--- config.mk ---
export PLATFORM = sky130hd
export DESIGN_NAME = mem_access_ctrl
export DESIGN_NICKNAME = d
export VERILOG_FILES = /design/src/rtl/mem_access_ctrl.sv
export SDC_FILE = /design/constraint.sdc
export NUM_CORES = 1
export LEC_CHECK = 0
export BUFFER_PORTS_ARGS = -buffer_cell sky130_fd_sc_hd__buf_2
export CORE_MARGIN = 4
export CORE_UTILIZATION = 48
export CTS_CLUSTER_DIAMETER = 150
export CTS_CLUSTER_SIZE = 28
export DETAILED_ROUTE_END_ITERATION = 8
export HOLD_SLACK_MARGIN = 0.08
export PLACE_DENSITY = 0.91
export SETUP_SLACK_MARGIN = 0.15
export SYNTH_ARGS = -nofsm -noshare
export SYNTH_HDL_FRONTEND = slang
export SYNTH_SLANG_ARGS = --single-unit
--- constraint.sdc ---
create_clock -name CLK -period 5.35 [get_ports CLK]
set_clock_uncertainty 0.2 [all_clocks]
set_input_delay 0.8025 -clock CLK [delete_from_list [all_inputs] [get_ports CLK]]
set_output_delay 0.8025 -clock CLK [all_outputs]
set_load 0.005 [all_outputs]
--- src/rtl/mem_access_ctrl.sv ---
// mem_access_ctrl: runs one data-memory bus transaction per EX/MEM load or store and stalls the pipeline until it completes.
module mem_access_ctrl #(
  parameter int TIMEOUT    = 16,
  parameter bit CHECK_MASK = 1'b1
) (
  input  logic        CLK,
  input  logic        RST,
  input  logic [3:0]  MemRead_i,
  input  logic [3:0]  MemWrite_i,
  input  logic [31:0] ALUResult_i,
  input  logic [31:0] WriteData_i,
  input  logic        clr_fault_i,
  output logic        mem_req_o,
  output logic        mem_we_o,
  output logic [3:0]  mem_be_o,
  output logic [31:0] mem_addr_o,
  output logic [31:0] mem_wdata_o,
  input  logic        mem_ack_i,
  input  logic        mem_err_i,
  input  logic [31:0] mem_rdata_i,
  output logic        stall_o,
  output logic        done_o,
  output logic [31:0] rdata_o,
  output logic        rdata_valid_o,
  output logic        fault_o,
  output logic [31:0] fault_addr_o
);
  typedef enum logic [3:0] {IDLE = 4'b0001, BUSY = 4'b0010, DONE = 4'b0100, FAULT = 4'b1000} state_t;
  localparam logic [7:0] TO = 8'(TIMEOUT);
  state_t      state_q, state_d;
  logic [7:0]  cnt_q, cnt_d;
  logic        we_q, we_d, rvalid_q, rvalid_d;
  logic [3:0]  be_q, be_d, mask;
  logic [31:0] addr_q, addr_d, wdata_q, wdata_d, rdata_q, rdata_d, faddr_q, faddr_d;
  logic        access, illegal;
  assign mask    = MemRead_i | MemWrite_i;
  assign access  = |mask;
  assign illegal = (|MemRead_i && |MemWrite_i) ||
                   (CHECK_MASK && !(mask inside {4'b0001, 4'b0010, 4'b0100, 4'b1000, 4'b0011, 4'b1100, 4'b1111}));
  always_comb begin
    state_d  = state_q;
    cnt_d    = 8'd0;
    we_d     = we_q;
    be_d     = be_q;
    addr_d   = addr_q;
    wdata_d  = wdata_q;
    rdata_d  = rdata_q;
    rvalid_d = 1'b0;
    faddr_d  = faddr_q;
    case (state_q)
      IDLE: begin
        if (access && illegal) begin
          state_d = FAULT;
          faddr_d = ALUResult_i;
        end else if (access) begin
          state_d = BUSY;
          we_d    = |MemWrite_i;
          be_d    = mask;
          addr_d  = {ALUResult_i[31:2], 2'b00};
          wdata_d = WriteData_i;
        end
      end
      BUSY: begin
        cnt_d = cnt_q + 8'd1;
        // error beats ack; an ack on the timeout cycle still succeeds
        if (mem_err_i) begin
          state_d = FAULT;
          faddr_d = ALUResult_i;
        end else if (mem_ack_i) begin
          state_d  = DONE;
          cnt_d    = 8'd0;
          rdata_d  = we_q ? rdata_q : mem_rdata_i;
          rvalid_d = !we_q;
        end else if (cnt_d == TO) begin
          state_d = FAULT;
          faddr_d = ALUResult_i;
        end
      end
      DONE:    state_d = IDLE;
      FAULT:   state_d = clr_fault_i ? IDLE : FAULT;
      default: state_d = IDLE;
    endcase
  end
  always_ff @(posedge CLK or posedge RST) begin
    if (RST) begin
      state_q  <= IDLE;
      cnt_q    <= 8'd0;
      we_q     <= 1'b0;
      be_q     <= 4'd0;
      addr_q   <= 32'd0;
      wdata_q  <= 32'd0;
      rdata_q  <= 32'd0;
      rvalid_q <= 1'b0;
      faddr_q  <= 32'd0;
    end else begin
      state_q  <= state_d;
      cnt_q    <= cnt_d;
      we_q     <= we_d;
      be_q     <= be_d;
      addr_q   <= addr_d;
      wdata_q  <= wdata_d;
      rdata_q  <= rdata_d;
      rvalid_q <= rvalid_d;
      faddr_q  <= faddr_d;
    end
  end
  assign mem_req_o     = state_q == BUSY;
  assign done_o        = state_q == DONE;
  assign fault_o       = state_q == FAULT;
  assign mem_we_o      = we_q;
  assign mem_be_o      = be_q;
  assign mem_addr_o    = addr_q;
  assign mem_wdata_o   = wdata_q;
  assign rdata_o       = rdata_q;
  assign rdata_valid_o = rvalid_q;
  assign fault_addr_o  = faddr_q;
  // the IDLE stall is combinational, so it is gated to keep every output low during reset
  assign stall_o = !RST && ((state_q == IDLE) ? access : (state_q != DONE));
endmodule

==> metrics.md, run 1 <==
| Metric | Value |
|---|---|
| Drt total wl | `13.9 mm` |
| CTS Buffer Depth | `2` |
| Vias per cell | `5.16` |
| Cts hold-fix bufs | `0` |
| Vias in the first global route | `4,513` |
| Cell Rows | `39` |
| Worst hold path startpoint | `mem_be_o[2]` |
| Hold path depth | `2` |
| Post-synth top area share | `61.9%` |
| Die width | `118 µm` |
| Initial Utilization | `49.7%` |
| Top post-synthesis cells by count | `143 x dfrtp_1, 92 x mux2_2, 30 x mux2_4, 11 x nor2_1, 8 x nand2_1` |
| Final-report hold violation count | `0` |
| Sequential area share after synthesis | `62.4%` |
| Post-synth EDFFs | `0` |
| Max VDD drop | `0.364 mV` |
| Num ports | `247` |
| Pwr per Cell Area | `532 nW/µm²` |
| Reg2reg end | `fault_addr_o[30]` |
| Layout area overhead | `32.7%` |
| Placed cells | `741` |
| Count leader, synth | `dfrtp_1` |
| Final slew viol count | `0` |
| Outcome | `finished clean` |
| Highest net fanout along the worst path | `32` |
| Avg Cell Area, Syn | `15.8 µm²` |
| Layout cells sized above 1 | `64.6%` |
| Ys Warns | `0` |
| CP Launch Type | `register` |
| # port buffers | `244` |
| Nets@finish | `727` |
| Routed len/inst | `18.0 µm` |
| Crit path time final | `2.96 ns` |
| DR DRC count | `0` |
| Crit path DAT | `3.05 ns` |
| Setup Total Neg Slack | `0 ns` |
| Final setup fails | `0` |
| Gr ovfl total | `0` |
| Largest net degree at the start of global routing | `92` |
| Hold EP | `mem_be_o[2]` |
| Most used DFF post-synth | `dfrtp_1` |
| Post-CTS Setup Bufs | `0` |
| Antenna viol nets, final | `0` |
| Gr usage total | `20.7%` |
| Reg2reg start | `state_q[2]` |
| N_diodes | `0` |
| DIE AREA | `13,900 µm²` |
| Synth async-reset ratio | `100%` |
| Fmax | `338 MHz` |
| Pre-Repair DR Iteration Count | `4` |
| Unrepaired setup endpoints after global routing | `false` |
| Worst r2r path cells | `6` |
| Relative slew margins | `42.6%` |
| Synth unique cells | `44` |
| Die height | `118 µm` |
| Cells after Synth | `365` |
| Reg2Reg Setup Slack | `2.39 ns` |
| Clock latency on the worst-skew pair | `0.41 ns` |
| #FFs+latches synth | `144` |
| PostCTS Resize Cnt | `0` |
| Largest cells by area after synthesis | `dfrtp_1 62%, mux2_2 18%, mux2_4 7.8%` |
| Slew @ Worst Pin | `0.850 ns` |
| CP Data Required Time | `5.44 ns` |
| Initial DRC count | `228` |
| CTS root buf | `clkbuf_16` |
| Core Footprint | `11,600 µm²` |
| Maxcap violations | `0` |
| Total number of vias | `3,986` |
| Yosys top cell by area | `dfrtp_1` |
| Initial antenna violation count | `0` |
| P_leak | `0.00407 µW` |
| Post-synthesis cell area | `5780 µm²` |
| Setup CP Type | `register to register` |
| Final period util | `55.3%` |
| Final Non-Filler Cells | `773` |
| H-tree Lvls | `4` |
| Total CTS buffers | `17` |
| Clock slew at reported path FFs | `0.06 ns` |
| Gpl congestion | `0.887` |
| Clock sinks | `144` |
| Worst setup EP type | `register` |
| HPWL after DPL | `10.4 mm` |
| CTS tree | `yes` |
| Hold Crit Class | `register to register` |
| Global-route wire length before repair | `23.0 mm` |
report_power, final:
| group | internal, µW | total (µW) | switching [µW] |
|---|---|---|---|
| Sequential | 1490 | 1720 | 229 |
| Clock | 694 | 1130 | 434 |
| Combinational | 748 | 1230 | 482 |
| Total | 2930 | 4080 | 1140 |
state kept, by name, summed over array words and instances, names as in the netlist:
register	count
mem_wdata_o	32
mem_addr_o	30
fault_addr_o	32
rdata_o	32
cnt_q	8
mem_we_o	1
rdata_valid_o	1
mem_be_o	4
state_q	4
layer usage:
metal | routed length (µm) | vias up | track usage, %
met5 | 0 | - | 0
met4 | 281 | 0 | 8.35
met3 | 900 | 24 | 6.97
met2 | 7510 | 162 | 35.9
met1 | 5200 | 1997 | 23.4
li1 | - | 1803 | -
critical path, cell delays in order, from the launching register on:
cell	delay, ns
dfrtp_1	0.42
or4b_1	0.71
clkinv_4	0.13
mux2i_1	0.10
a311oi_2	0.24
o211a_4	0.61
mux2_1	0.39
cells by family after synthesis:
family,after synthesis,share of synthesized area (%)
AO/OA/AOI/OAI,19,2.49
XOR/XNOR,4,0.607
adder cells (fa/ha/maj),1,0.217
buffers and inverters,20,2.47
flip-flops,144,62.4
multiplexers,129,27.1
other,1,0.0649
AND/OR/NAND/NOR,47,4.70
cell type report:
cell class	count	area (µm²)
Fill cell	875	3950
Sequential cell	144	3600
Multi-Input combinational cell	202	2040
Timing Repair Buffer	248	1250
Clock buffer	21	450
Tap cell	143	179
Clock inverter	11	115
Inverter	4	25.0
cells in the final DEF, fill, tap and decap left out, drive strengths merged, types with 2 or more instances in the layout:
master and count:
a21oi 4, and3 2, buf 248, bufinv 2, clkbuf 21, clkinv 9, conb 2, dfrtp 143
inv 3, mux2 127, mux2i 2, nand2 8, nand3 4, nor2 11, nor3 6, nor4 3
nor4b 3, o21ai 6, o22a 2, or3 2, xnor2 2, xor2 2
how the worst max path moves through the flow:
| stage | startpoint | to | slack (ns) | cells past startpoint |
|---|---|---|---|---|
| 3_3_place_gp | MemRead_i[2] | fault_addr_o[30] | 2.27 | 6 |
| 6_report | state_q[2] | fault_addr_o[30] | 2.39 | 6 |
| 3_5_place_dp | MemRead_i[2] | fault_addr_o[30] | 2.22 | 6 |
| 4_1_cts | state_q[2] | fault_addr_o[30] | 2.38 | 6 |
| 2_1_floorplan | RST | cnt_q[0] | 0.48 | 1 |
| 5_1_grt | state_q[2] | fault_addr_o[30] | 2.25 | 6 |
per-stage QoR:
step | hold slack (ns) | total power, µW | worst slack [ns] | area [µm²] | util [%]
floorplan | 0.269 | 2430 | 0.483 | 5780 | -
global placement | 0.264 | 2900 | 2.27 | 7100 | 61.1
detailed placement | 0.275 | 2980 | 2.22 | 7100 | 61.1
CTS | 0.287 | 4130 | 2.38 | 7660 | 66.0
global route | 0.310 | 4310 | 2.25 | 7660 | 66.0
finish | 0.283 | 4080 | 2.39 | 7660 | 66.0
No activity file was read; power rests on OpenSTA's default activity.
==> run 2: changes to the inputs <==
--- a/config.mk
+++ b/config.mk
@@ -7,12 +7,12 @@
 export LEC_CHECK = 0
 export BUFFER_PORTS_ARGS = -buffer_cell sky130_fd_sc_hd__buf_2
 export CORE_MARGIN = 4
-export CORE_UTILIZATION = 48
+export CORE_UTILIZATION = 43
 export CTS_CLUSTER_DIAMETER = 150
 export CTS_CLUSTER_SIZE = 28
 export DETAILED_ROUTE_END_ITERATION = 8
 export HOLD_SLACK_MARGIN = 0.08
-export PLACE_DENSITY = 0.91
+export PLACE_DENSITY = 0.87
 export SETUP_SLACK_MARGIN = 0.15
 export SYNTH_ARGS = -nofsm -noshare
 export SYNTH_HDL_FRONTEND = slang
==> constraint.sdc (replaced) <==
create_clock -name CLK -period 2.6 [get_ports CLK]
set_clock_uncertainty 0.2 [all_clocks]
set_input_delay 0.39 -clock CLK [delete_from_list [all_inputs] [get_ports CLK]]
set_output_delay 0.39 -clock CLK [all_outputs]
set_load 0.005 [all_outputs]
==> run 2 against run 1 <==
Die area grew 11%. Via count increased by 12%. Largest power group unchanged. Sequential share of layout area shrank 6.6 points. Critical endpoint unchanged. Total power rose by 120%.
==> metrics.md, run 2 (same netlist as run 1, synthesis figures left out) <==
| Metric | Value |
|---|---|
| Outcome | `finished clean` |
| Setup Total Neg Slack | `0 ns` |
| Setup CP Type | `register to register` |
| Crit path time final | `2.46 ns` |
| Clock latency on the worst-skew pair | `0.40 ns` |
| Clock sinks | `144` |
| Antenna viol nets, final | `0` |
| CP Launch Type | `register` |
| Final period util | `94.5%` |
| Vias in the first global route | `4,863` |
| Clock slew at reported path FFs | `0.06 ns` |
| Crit path DAT | `2.53 ns` |
| Gpl congestion | `0.810` |
| Total number of vias | `4,470` |
| # port buffers | `244` |
| DIE AREA | `15,400 µm²` |
| H-tree Lvls | `4` |
| Layout area overhead | `54.3%` |
| Final slew viol count | `0` |
| Gr ovfl total | `0` |
| Fmax | `407 MHz` |
| Power, Total | `8900 µW` |
| CTS Buffer Depth | `2` |
| Slew @ Worst Pin | `0.762 ns` |
| Routed len/inst | `17.6 µm` |
| Core Footprint | `13,200 µm²` |
| Filler cell count | `895` |
| Initial DRC count | `241` |
| Initial antenna violation count | `3` |
| Die height | `124 µm` |
| Total CTS buffers | `17` |
| Drt total wl | `16.1 mm` |
| Area of the multi-input gates | `2050 µm²` |
| Pre-Repair DR Iteration Count | `7` |
| Placed cells | `779` |
| Num ports | `247` |
| Global-route wire length before repair | `24.3 mm` |
| CP Data Required Time | `2.68 ns` |
| Final Non-Filler Cells | `918` |
| Final setup fails | `0` |
| Maxcap violations | `0` |
| GRT met1 Usage | `22.3%` |
| Highest net fanout along the worst path | `8` |
| Layout cells sized above 1 | `57.4%` |
| Die width | `124 µm` |
| GRT Max-Usage Layer | `met2` |
| Worst setup EP type | `register` |
| Final-report hold violation count | `0` |
| Hold Crit Class | `input pin to register` |
| P_leak | `0.00457 µW` |
| Max VDD drop | `0.536 mV` |
| Relative slew margins | `48.5%` |
| CTS tree | `yes` |
| Seq. cell area | `3610 µm²` |
| Gr usage total | `20.7%` |
| Setup ws final | `0.144 ns` |
| DR DRC count | `0` |
| Most frequent cells in the layout | `244 x buf_2, 142 x dfrtp_1, 97 x dlygate4sd3_1` |
| Vias per cell | `4.87` |
| CTS root buf | `clkbuf_16` |
| Unrepaired setup endpoints after global routing | `true` |
| Min Hold Slack | `0.125 ns` |
| Global-route met3 utilization | `6.45%` |
| Met2 Use GR | `37.2%` |
| Cell Rows | `42` |
| Initial Utilization | `43.8%` |
| Nets@finish | `837` |
| Commonest non-fill, non-tap cell in the layout | `buf_2` |
| Pwr per Cell Area | `998 nW/µm²` |
| Largest net degree at the start of global routing | `145` |
| Setup slack after placement | `0.0542 ns` |
| HPWL after DPL | `10.2 mm` |
run 2: changes by cell type in the layout (fill, tap and decap cells not counted), moves of 2 or more:
cell	delta
diode_2	+3
clkbuf_8	+3
clkinvlp_4	+2
clkinv_4	-2
buf_12	+3
clkinv_2	-4
dlygate4sd3_1	+97
buf_16	+2
buf_4	+7
run 2: critical path: stages (launching register included):
cell      delay, ns
dfstp_2        0.37
or4b_4         0.56
clkinv_4       0.08
mux2i_1        0.07
a311oi_2       0.23
o211a_4        0.30
buf_16         0.16
mux2_1         0.34
run 2: what timing repair did:
action / 4_1_cts / 5_1_grt
hold buffers: 96 / 1
endpoints found under the setup margin: 33 / 33
pin swaps: 0 / 2
gates cloned: 1 / 1
gates resized for setup: 5 / 2
buffers inserted: 1 / 5
endpoints found under the hold margin: 216 / 2
run 2: layout make-up:
| class | count | area share (%) |
|---|---|---|
| flip-flops and latches | 144 | 40.4 |
| repair buffers | 358 | 27.1 |
| multi-input cells | 202 | 23.0 |
| clock buffers | 23 | 5.47 |
| well taps | 176 | 2.47 |
| clock inverters | 8 | 1.15 |
| inverters | 4 | 0.267 |
| diodes | 3 | 0.0842 |
run 2: worst paths after layout:
check	slack (ns)	start	endpoint	cells after the start
max in group asynchronous	1.09	RST	mem_wdata_o[27]	4
setup / recovery	0.14	state_q[0]	fault_addr_o[30]	7
hold reg to reg	0.29	mem_be_o[1]	mem_be_o[1]	2
setup reg to reg	0.14	state_q[0]	fault_addr_o[30]	7
min in group asynchronous	0.58	RST	rdata_o[14]	4
hold / removal	0.12	MemWrite_i[3]	mem_be_o[3]	3
run 2: through the flow:
step	utilization (%)	cell area (µm²)
floorplan	-	5780
global placement	54.8	7230
detailed placement	54.8	7230
CTS	67.0	8830
global route	67.6	8920
finish	67.6	8920
run 2: routing by layer:
layer | part of all wire (%) | up-vias
li1 | - | 2031
met1 | 36 | 2206
met2 | 54 | 188
met3 | 6.9 | 45
met4 | 3.2 | 0
met5 | 0 | -
run 2: report_power, final:
part	internal [µW]	switching, µW
logic	1830	1140
clock network	1510	887
registers	3070	458
total	6420	2480
==> run 3: changes to the inputs <==
--- a/config.mk
+++ b/config.mk
@@ -13,6 +13,7 @@
 export DETAILED_ROUTE_END_ITERATION = 8
 export HOLD_SLACK_MARGIN = 0.08
 export PLACE_DENSITY = 0.87
+export REMOVE_ABC_BUFFERS = 1
 export SETUP_SLACK_MARGIN = 0.15
 export SYNTH_ARGS = -nofsm -noshare
 export SYNTH_HDL_FRONTEND = slang
==> run 3 against run 2 <==
Via count grew 2.3%. First-iteration DRC count down 18%. Clock-buffer cell count down 3. Critical path type unchanged. Routed wire length grew 3.0%. Global-route usage up 1.3 points.
==> metrics.md, run 3 (same netlist as run 1, synthesis figures left out) <==
| Metric | Value |
|---|---|
| Core Footprint | `13,200 µm²` |
| Gpl congestion | `0.844` |
| Worst path max stage delay | `0.57 ns` |
| Crit path time final | `2.46 ns` |
| Setup ws final | `0.135 ns` |
| Commonest non-fill, non-tap cell in the layout | `buf_2` |
| Total CTS buffers | `17` |
| CP cell instances | `or4b_4 > clkinv_4 > mux2i_1 > a311oi_2 > buf_4 > o211a_4 > clkbuf_16 > mux2_4` |
| Nets@finish | `848` |
| Maxcap violations | `0` |
| Total number of vias | `4,571` |
| Filler cell count | `888` |
| Die height | `124 µm` |
| Layout area overhead | `56.4%` |
| Antenna viol nets, final | `0` |
| N_diodes | `0` |
| CTS Buffer Depth | `2` |
| Placed cells | `790` |
| Post-layout util | `68.5%` |
| Vias in the first global route | `5,126` |
| Slew @ Worst Pin | `0.500 ns` |
| Die width | `124 µm` |
| Clock slew at reported path FFs | `0.06 ns` |
| CP Data Required Time | `2.69 ns` |
| Global-route wire length before repair | `25.7 mm` |
| Clock sinks | `144` |
| DIE AREA | `15,400 µm²` |
| Reg2Reg Setup Slack | `0.14 ns` |
| Gr ovfl total | `0` |
| Fmax | `406 MHz` |
| Outcome | `finished clean` |
| Largest net degree at the start of global routing | `63` |
| # port buffers | `244` |
| CTS tree | `yes` |
| Worst setup EP type | `register` |
| Initial antenna violation count | `0` |
| Vias per cell | `4.95` |
| Gr usage total | `22.0%` |
| Max VDD drop | `0.713 mV` |
| Final period util | `94.8%` |
| DR DRC count | `0` |
| H-tree Lvls | `4` |
| Final setup fails | `0` |
| Relative slew margins | `66.4%` |
| Final slew viol count | `0` |
| Crit path DAT | `2.55 ns` |
| CP Launch Type | `register` |
| Most frequent cells in the layout | `244 x buf_2, 143 x dfrtp_1, 97 x dlygate4sd3_1` |
| Setup slack after placement | `-0.111 ns` |
| Layout cells sized above 1 | `58.7%` |
| Highest net fanout along the worst path | `8` |
| Unrepaired setup endpoints after global routing | `true` |
| Pwr per Cell Area | `1000 nW/µm²` |
| Routed len/inst | `18.0 µm` |
| HPWL after DPL | `10.2 mm` |
| Reg2reg end | `fault_addr_o[15]` |
| Final-report hold violation count | `0` |
| Cell Rows | `42` |
| Drt total wl | `16.6 mm` |
| Hold EP | `mem_be_o[0]` |
| Worst hold path startpoint | `MemWrite_i[0]` |
| Pre-Repair DR Iteration Count | `4` |
| Reg2reg start | `state_q[2]` |
| Worst r2r path cells | `8` |
| Hold path depth | `3` |
| Setup CP Type | `register to register` |
| Clock latency on the worst-skew pair | `0.41 ns` |
| Initial Utilization | `43.8%` |
| Slowest cell on the critical path | `or4b_4` |
| Num ports | `247` |
| Hold Crit Class | `input pin to register` |
| Initial DRC count | `197` |
| P_leak | `0.00464 µW` |
| CTS root buf | `clkbuf_16` |
| Final Non-Filler Cells | `924` |
## run 3: routing by layer
metal  wire [µm]  share of wire (%)  track usage, %  up-vias
met5           0                  0               0        -
met4         533                3.2            9.58        0
met3        1200                7.2            6.86       46
met2        9020                 54            40.2      187
met1        5870                 35            23.3     2286
li1            -                  -               -     2052
## run 3: power by group
part / switching, µW / leakage (µW) / internal, µW
logic: 1170 / 0.00252 / 1890
clock network: 892 / 0.000291 / 1570
registers: 476 / 0.00183 / 3070
total: 2530 / 0.00464 / 6530
## run 3: cell type report
cell class | instances | area, µm² | area share (%)
Sequential cell | 144 | 3600 | 39.9
Tap cell | 176 | 220 | 2.44
Timing Repair Buffer | 368 | 2490 | 27.6
Clock inverter | 9 | 133 | 1.47
Clock buffer | 20 | 467 | 5.17
Multi-Input combinational cell | 203 | 2090 | 23.2
Inverter | 4 | 25.0 | 0.277
## run 3: worst max-delay path by stage
stage / startpoint / endpoint / slack, ns / cells past startpoint
CTS: state_q[2] / fault_addr_o[31] / 0.11 / 8
global route: state_q[2] / fault_addr_o[9] / 0.09 / 8
detailed placement: state_q[2] / fault_addr_o[30] / -0.11 / 6
finish: state_q[2] / fault_addr_o[15] / 0.14 / 8
global placement: MemRead_i[2] / fault_addr_o[30] / -0.05 / 6
floorplan: RST / cnt_q[0] / -1.85 / 1
## run 3: repair_timing
action                     4_1_cts  5_1_grt
gates resized for setup          5        5
hold buffers                    97        0
pin swaps                        3        2
hold endpoints to repair       165        0
buffers inserted                 5        1
setup endpoints to repair       33       33
cloned                           1        1
## run 3: through the flow
| stage | setup TNS (ns) | hold WS [ns] | instance area [µm²] | power (µW) |
|---|---|---|---|---|
| 4_1_cts | 0 | 0.102 | 8980 | 8970 |
| 3_5_place_dp | -2.41 | 0.246 | 7300 | 6180 |
| 5_1_grt | 0 | 0.125 | 9030 | 9560 |
| 3_3_place_gp | -0.588 | 0.228 | 7300 | 6020 |
| 6_report | 0 | 0.123 | 9030 | 9060 |
| 2_1_floorplan | -400.96 | 0.269 | 5660 | 4880 |
## run 3: worst max-delay path: cells and delay by family, from the launching register on
kind | cells | cell delay [ns]
flip-flops | 1 | 0.38
AO/OA/AOI/OAI | 2 | 0.40
multiplexers | 2 | 0.37
buffers and inverters | 3 | 0.43
AND/OR/NAND/NOR | 1 | 0.57
